<file path="src/rtl/fp_result_buffer_if.sv">
// Ready/valid result stream leaving the buffer: data word plus its class flags.
interface fp_result_buffer_if;
    logic        m_valid;
    logic        m_ready;
    logic [31:0] m_data;
    logic [3:0]  m_flags;

    modport master (output m_valid, output m_data, output m_flags, input m_ready);
    modport slave  (input m_valid, input m_data, input m_flags, output m_ready);
endinterface

</file>
<file path="src/rtl/fp_result_buffer.sv">
// Result FIFO behind a backpressure-free FP adder, with IEEE-754 class tagging
// and an issue-credit scheme that guarantees every launched op a slot on return.
module fp_result_buffer #(
    parameter  int DEPTH = 8,
    localparam int CNT_W = $clog2(DEPTH) + 1
) (
    input  logic                clk,
    input  logic                rst,
    input  logic                issue,
    output logic                issue_ok,
    input  logic                fp_valid,
    input  logic [31:0]         fp_result,
    fp_result_buffer_if.master  m,
    output logic [CNT_W-1:0]    count,
    output logic [CNT_W-1:0]    inflight,
    output logic [1:0]          err
);
    localparam int ADDR_W = $clog2(DEPTH);

    typedef struct packed {
        logic [3:0]  flags;
        logic [31:0] data;
    } entry_t;

    entry_t             mem [DEPTH];
    logic [ADDR_W-1:0]  wr_ptr, rd_ptr;
    logic               pop, push;
    logic [CNT_W:0]     committed;
    logic [CNT_W:0]     inflight_sum;
    logic [CNT_W-1:0]   inflight_next;

    function automatic logic [3:0] classify(input logic [31:0] v);
        logic [7:0]  e;
        logic [22:0] f;
        e = v[30:23];
        f = v[22:0];
        return {(e == 8'hFF) && (f != '0),
                (e == 8'hFF) && (f == '0),
                (e == 8'h00) && (f == '0),
                v[31]};
    endfunction

    assign m.m_valid = (count != '0);
    assign m.m_data  = mem[rd_ptr].data;
    assign m.m_flags = mem[rd_ptr].flags;

    always_comb begin
        pop          = m.m_valid && m.m_ready;
        // A full FIFO still accepts when the head leaves in the same cycle.
        push         = fp_valid && ((count < CNT_W'(DEPTH)) || pop);
        committed    = {1'b0, count} + {1'b0, inflight};
        issue_ok     = committed < (CNT_W+1)'(DEPTH);
        // Returns with no outstanding credit (e.g. after reset) do not underflow.
        inflight_sum = {1'b0, inflight} + (CNT_W+1)'(issue)
                     - (CNT_W+1)'(fp_valid && (inflight != '0));
        inflight_next = (inflight_sum > (CNT_W+1)'(DEPTH)) ? CNT_W'(DEPTH)
                                                           : inflight_sum[CNT_W-1:0];
    end

    always_ff @(posedge clk) begin
        if (rst) begin
            count    <= '0;
            inflight <= '0;
            wr_ptr   <= '0;
            rd_ptr   <= '0;
            err      <= '0;
        end else begin
            count    <= count + CNT_W'(push) - CNT_W'(pop);
            inflight <= inflight_next;
            if (push) wr_ptr <= wr_ptr + 1'b1;
            if (pop)  rd_ptr <= rd_ptr + 1'b1;
            if (issue && !issue_ok) err[1] <= 1'b1;
            if (fp_valid && !push)  err[0] <= 1'b1;
        end
    end

    // Storage carries no reset; occupancy alone decides what is valid.
    always_ff @(posedge clk) begin
        if (!rst && push) mem[wr_ptr] <= '{flags: classify(fp_result), data: fp_result};
    end
endmodule

</file>
<file path="src/flat_wrapper.sv">
// flat-port wrapper written by rule: the top's interface ports become plain ports
module fp_result_buffer_flat 
#(
    parameter  int DEPTH = 8,
    localparam int CNT_W = $clog2(DEPTH) + 1
)
  (clk, rst, issue, issue_ok, fp_valid, fp_result, count, inflight, err, m_m_valid, m_m_data, m_m_flags, m_m_ready);
  fp_result_buffer_if m_i ();
  input  logic clk;
  input  logic rst;
  input  logic issue;
  output logic issue_ok;
  input  logic fp_valid;
  input  logic [31:0] fp_result;
  output logic [CNT_W-1:0] count;
  output logic [CNT_W-1:0] inflight;
  output logic [1:0] err;
  output wire logic [$bits(m_i.m_valid)-1:0] m_m_valid;
  output wire logic [$bits(m_i.m_data)-1:0] m_m_data;
  output wire logic [$bits(m_i.m_flags)-1:0] m_m_flags;
  input wire logic [$bits(m_i.m_ready)-1:0] m_m_ready;
  assign m_m_valid = m_i.m_valid;
  assign m_m_data = m_i.m_data;
  assign m_m_flags = m_i.m_flags;
  assign m_i.m_ready = m_m_ready;
  fp_result_buffer #(.DEPTH(DEPTH)) u_core (.clk(clk), .rst(rst), .issue(issue), .issue_ok(issue_ok), .fp_valid(fp_valid), .fp_result(fp_result), .m(m_i), .count(count), .inflight(inflight), .err(err));
endmodule
</file>
<file path="config.mk">
export PLATFORM = sky130hd
export DESIGN_NAME = fp_result_buffer_flat
export DESIGN_NICKNAME = d
export VERILOG_FILES = /design/src/rtl/fp_result_buffer_if.sv /design/src/rtl/fp_result_buffer.sv /design/src/flat_wrapper.sv
export SDC_FILE = /design/constraint.sdc
export NUM_CORES = 1
export LEC_CHECK = 0
export ABC_AREA = 1
export BUFFER_PORTS_ARGS = -buffer_cell sky130_fd_sc_hd__buf_2
export CAP_MARGIN = 20
export CELL_PAD_IN_SITES_DETAIL_PLACEMENT = 1
export CELL_PAD_IN_SITES_GLOBAL_PLACEMENT = 2
export CORE_ASPECT_RATIO = 1.75
export CORE_MARGIN = 5
export CORE_UTILIZATION = 41
export DETAILED_ROUTE_END_ITERATION = 8
export GPL_ROUTABILITY_DRIVEN = 0
export PLACE_DENSITY = 0.82
export SYNTH_ARGS = -nofsm -noshare
export SYNTH_HDL_FRONTEND = slang
export SYNTH_SLANG_ARGS = --single-unit
</file>
<file path="constraint.sdc">
create_clock -name clk -period 4.8 [get_ports clk]
set_input_delay 0 -clock clk [delete_from_list [all_inputs] [get_ports clk]]
set_output_delay 0 -clock clk [all_outputs]
set_load 0.02 [all_outputs]
</file>
Word-level counts from Yosys, hierarchy flattened
Memories as Yosys holds them, arrays and structs flattened. A register that Yosys moved wholly into a read port is not among the register bits.
Cells that the tools add are included.
Word-level totals
  bits in registers: 16
  memories: 1
  bits in writable memories: 288
  word-level logic and storage cells: 43
  output and inout port bits: 48
Cells by class
  order comparisons: 3
  reductions and logical operators: 19
  multiplexer cells: 5
  add/sub/neg operators: 7
  equality and inequality tests: 1
Memories
  u_core.mem: words 8, width 36, read ports 1, clocked after memory_dff 1, wr ports 1, RTL line fp_result_buffer.sv:25  | entry_t mem [DEPTH];
Operators with widths (count)
  logical NOT 23 bit: 1
  nonzero test 23 bit: 1
  logical AND 1 bit: 9
  equality test 8 bit, second input constant: 1
  logical NOT 8 bit: 1
  nonzero test 4 bit: 2
  adder 3 x 1 -> 3 bit, second input constant: 2
  two-way mux 3 bit: 2
  adder 4 x 1 -> 5 bit: 1
  adder 4 x 4 -> 5 bit: 1
  greater-than comparator 5 x 4 -> 1 bit, second input constant: 1
  < comparator 5 x 4 -> 1 bit, second input constant: 1
  subtractor 5 x 1 -> 5 bit: 1
  adder 4 x 1 -> 4 bit: 1
  < comparator 4 bit, second input constant: 1
  two-way mux 4 bit: 1
  subtractor 4 x 1 -> 4 bit: 1
  logical NOT 1 bit: 3
  two-way mux 1 bit: 2
  OR reduction 2 bit: 1
  logical OR 1 bit: 1

Depth between registers and ports, before layout
  word-level depth: 7
  gate-level depth with buffers: 15

Least setup slack after synthesis
OpenSTA, ideal clock, no wires.
  path type: register to register
  from: reg u_core.count[2]
  to: mem u_core.mem[4][0] (netlist bit), enable pin
  clock period less this slack: 4313 ps
  cell stages (with the launch flop): 10
  arrival: 3842 ps
  path slack: 487 ps
  cells stage by stage: dfxtp_1 -> inv_1 -> ha_1 -> nand3_1 -> nand2_1 -> nand2_1 -> nand2_1 -> inv_2 -> nand2_1 -> nor3_1
Between the ends
  cells in the longest elaborated chain, start to end: 7
  elaborated cells on any way between the ends: 8
RTL lines
  from (decl): RTL line fp_result_buffer.sv:14  | output logic [CNT_W-1:0] count,
  from (signal assigned): RTL line fp_result_buffer.sv:68  | count <= count + CNT_W'(push) - CNT_W'(pop);
  nonzero test 4 bit: RTL line fp_result_buffer.sv:43  | assign m.m_valid = (count != '0);
  named net m_m_valid: RTL line flat_wrapper.sv:18  | output wire logic [$bits(m_i.m_valid)-1:0] m_m_valid;
  logical AND 1 bit: RTL line fp_result_buffer.sv:48  | pop = m.m_valid && m.m_ready;
  logical OR 1 bit: RTL line fp_result_buffer.sv:50  | push = fp_valid && ((count < CNT_W'(DEPTH)) || pop);
  logical AND 1 bit: RTL line fp_result_buffer.sv:50
  named net u_core.push: RTL line fp_result_buffer.sv:27  | logic pop, push;
  logical AND 1 bit: RTL line fp_result_buffer.sv:79  | if (!rst && push) mem[wr_ptr] <= '{flags: classify(fp_result), data: fp_result};
  two-way mux 1 bit: RTL line fp_result_buffer.sv:79
  two-way mux 1 bit (implied by the code): RTL line fp_result_buffer.sv:79
  to (decl): RTL line fp_result_buffer.sv:25
The timed path passes the listed nets, and every way through them passes these cells.

Worst setup path in the final report
  from: reg u_core.count[3]
  to: mem u_core.mem[1][11] (netlist bit), enable pin
Between the ends
  cells in the longest elaborated chain, start to end: 7
  elaborated cells on any way between the ends: 8
RTL lines (RTL line)
  parallel branches: the longest is 2 deep, another holds < comparator 4 bit
  logical OR 1 bit (*): fp_result_buffer.sv:50
  logical AND 1 bit (*): fp_result_buffer.sv:50
  named net u_core.push: fp_result_buffer.sv:27
  logical AND 1 bit (*): fp_result_buffer.sv:79
  two-way mux 1 bit (*): fp_result_buffer.sv:79
  two-way mux 1 bit (implied by the code) (*): fp_result_buffer.sv:79
Mark *: on every way through the listed nets, which the timed path passes.

==> run metrics <==
status=finished clean; Clock Pin Slew Worst Setup and Hold Paths=about 70 ps; IO buf count=between 80 and 90; CTS resizes=0; DIE WIDTH=about 140 um; Primary FF master, synth=edfxtp_1; Commonest cells post-synth=edfxtp_1, nor2_1, o21ai_0; crit-path cells=inv_1 -> ha_1 -> nand3_1 -> nand2_1 -> nand2_1 -> nand2_1 -> inv_2 -> nand3_1 -> nor2_4 -> buf_4; total of max-cap violations=0; first-pass GRT wire length=~47000 um; final setup TNS=0 ps; initial DRC count=477; setup ws final=1770 ps; share of layout cells above drive strength 1=around 13%; WS Path Type=flip-flop to flip-flop; Slew @ Worst Pin=a little over 1000 ps; clk buf depth=3; Skew-Pair Late Insertion Delay=between 500 and 600 ps; Reg2Reg Depth=10; Arrival @ worst endpoint=3260 ps; Synth area leaders=edfxtp_1, nor2_1, o21ai_0, nand2_1, dfxtp_1; pin count of the biggest net entering global routing=85; CTS root buf=clkbuf_16; Pre-Repair DR Iteration Count=5; register area share after synthesis=between 70% and 80%; total congestion overflow=0; Yosys top cell area share=about 69%; crit-path most repeated cell=nand2_1; most common cell in the netlist=edfxtp_1; Clock Sinks=about 300; fin nets=1203; #FFs+latches synth=between 200 and 300; yosys warns=0; # IOs=85; worst setup path endpoint=u_core.mem[1][11]; CP max stage delay=around 800 ps; Final Hold Viols=0; vias in the first global route=8792; Mapped Nets=about 1100; Core Rows=slightly above 80; Setup crit end kind=flip-flop; GRT Total Usage=17.6%; area leader, netlist=edfxtp_1; syn_area_per_cell=~12 um2; buffer and inverter count on the worst path=3; FF-to-FF End=u_core.mem[1][11]; Layout Skew=roughly 12 ps; Post-synth EDFFs=280; gate count of the mapped netlist=1034; core box area=slightly below 30000 um2; # H-tree levels=1; Min-Delay Path Class=input pin to flip-flop; CP startpoint kind=flip-flop; drt drc=0; Initial Util=around 42%; Crit. Startpoint=u_core.count[3]; Tcrit/Tclk final=a little over three fifths; endpoints failing setup=0; RSZ-0062 raised after global routing=no; R2R Setup Slk=1770 ps; Max rail drop VDD=slightly above 0.0004 V; Max-slew headroom=30.9%; DIE HEIGHT=238 um; number of nets with antenna violations after routing=0; critical-path maximum fanout=22; worst path required time=5030 ps; total routed wirelength=a little under 30000 um; Crit Reg-Reg Startpoint=u_core.count[3]; minimum clock period after layout=between 3000 and 4000 ps; Slew Limit Fails=0; worst hold start=rst; Pwr per Cell Area=509 nW/um2; leakage power=around 5 nW; Vias=7999; Worst path depth=10; f_max=around 0.33 GHz; Place WS=1760 ps; filler instances=3101; Die ar.=33400 um2; Area growth syn-to-layout=17.1%; Mapped Area=about 12000 um2; DR WL/cell=19.0 um; initial antenna violation count=0; dpl hpwl=17300 um; TritonCTS clock tree=yes; Antenna diodes=0; ys async rst share=0%; Num CTS Buffers=27; Via density=between 5 and 6; Unique masters post-synth=28; CP delay by family, top=simple AND/OR/NAND/NOR gates; CP max stage cell=nor2_4
worst min-delay path by stage:
stage | slack (ps) | depth (start not counted) | endpoint
6_report | 280 | 3 | u_core.count[1]
5_1_grt | 310 | 2 | u_core.mem[1][16]
4_1_cts | 250 | 3 | u_core.inflight[3]
3_5_place_dp | 290 | 3 | u_core.err[1]
3_3_place_gp | 270 | 3 | u_core.err[1]
2_1_floorplan | 100 | 0 | u_core.mem[0][0]
metal layers:
metal,track usage (%),up-vias,share of wire (%)
li1,-,3832,-
met1,19.2,4002,38
met2,34.6,119,57
met3,2.21,46,3.0
met4,5.85,0,2.5
met5,0,-,0
area by class of cell:
cell class,count,area [um2],share of cell area [%]
tap,382,478,3.35
sequential,299,8800,61.6
multi-input combinational,650,3010,21.1
clock buffer,35,746,5.22
clock inverter,15,164,1.15
timing repair buffer,139,968,6.78
inverter,31,118,0.824
repair_timing:
action,in CTS,in global routing
hold buffers,39,0
setup buffers,0,0
endpoints found under the hold margin,275,0
kinds of logic (layout without fill, tap and decap cells):
group | count (synthesis) | in the layout | synth area share, %
flip-flops | 299 | 299 | 72.1
adder cells (fa/ha/maj) | 18 | 18 | 1.97
buffers and inverters | 85 | 220 | 3.67
AND/OR/NAND/NOR | 404 | 404 | 12.8
XOR/XNOR | 3 | 3 | 0.215
AO/OA/AOI/OAI | 225 | 225 | 9.29
state kept, by name, indices dropped and copies added, names as in the netlist, named ones only:
name,count
u_core.inflight,4
u_core.rd_ptr,3
u_core.mem,280
u_core.wr_ptr,3
u_core.err,2
u_core.count,4
tightest hold or removal path, delay by kind of cell:
kind,cells,cell delay (ps)
buffers and inverters,2,720
and+or+nand+nor,1,50
where the power goes:
part           switching, mW  internal [mW]  leakage, nW
Combinational           1.31          0.637         1.99
Clock                  0.950           1.26        0.444
Sequential             0.148           2.97         2.72
cell usage in the layout, fill, tap and decap left out, types with 2 or more instances in the layout:
| master | instances |
|---|---|
| edfxtp_1 | 280 |
| nor2_1 | 239 |
| o21ai_0 | 168 |
| nand2_1 | 136 |
| buf_2 | 84 |
| o21ai_1 | 46 |
| dlygate4sd3_1 | 39 |
| inv_1 | 28 |
| clkbuf_16 | 27 |
| ha_1 | 16 |
| dfxtp_1 | 16 |
| buf_4 | 13 |
| nand3_1 | 10 |
| a21oi_1 | 7 |
| clkinv_2 | 6 |
| nor2_4 | 4 |
| nor3_2 | 4 |
| clkbuf_8 | 4 |
| clkbuf_1 | 4 |
| clkinv_1 | 3 |
| nor3_1 | 3 |
| nor4_1 | 3 |
| xor2_1 | 3 |
| bufinv_16 | 3 |
| buf_12 | 3 |
| a31oi_1 | 2 |
| nand3b_1 | 2 |
| nand4_1 | 2 |
| fa_1 | 2 |
| dfxtp_4 | 2 |
| clkinv_4 | 2 |
| clkinvlp_4 | 2 |
per-stage QoR:
step / hold WS [ps] / cells / util, % / power, mW / area, um2
global route: 305 / 1551 / 48.6 / 7.72 / 14300
CTS: 248 / 1550 / 48.5 / 7.36 / 14300
global placement: 267 / 1461 / 44.1 / 5.07 / 13000
floorplan: 98.9 / 1034 / - / 4.53 / 12200
detailed placement: 285 / 1461 / 44.1 / 5.11 / 13000
finish: 277 / 1551 / 48.6 / 7.27 / 14300
Power figures use the tool's default switching activity.
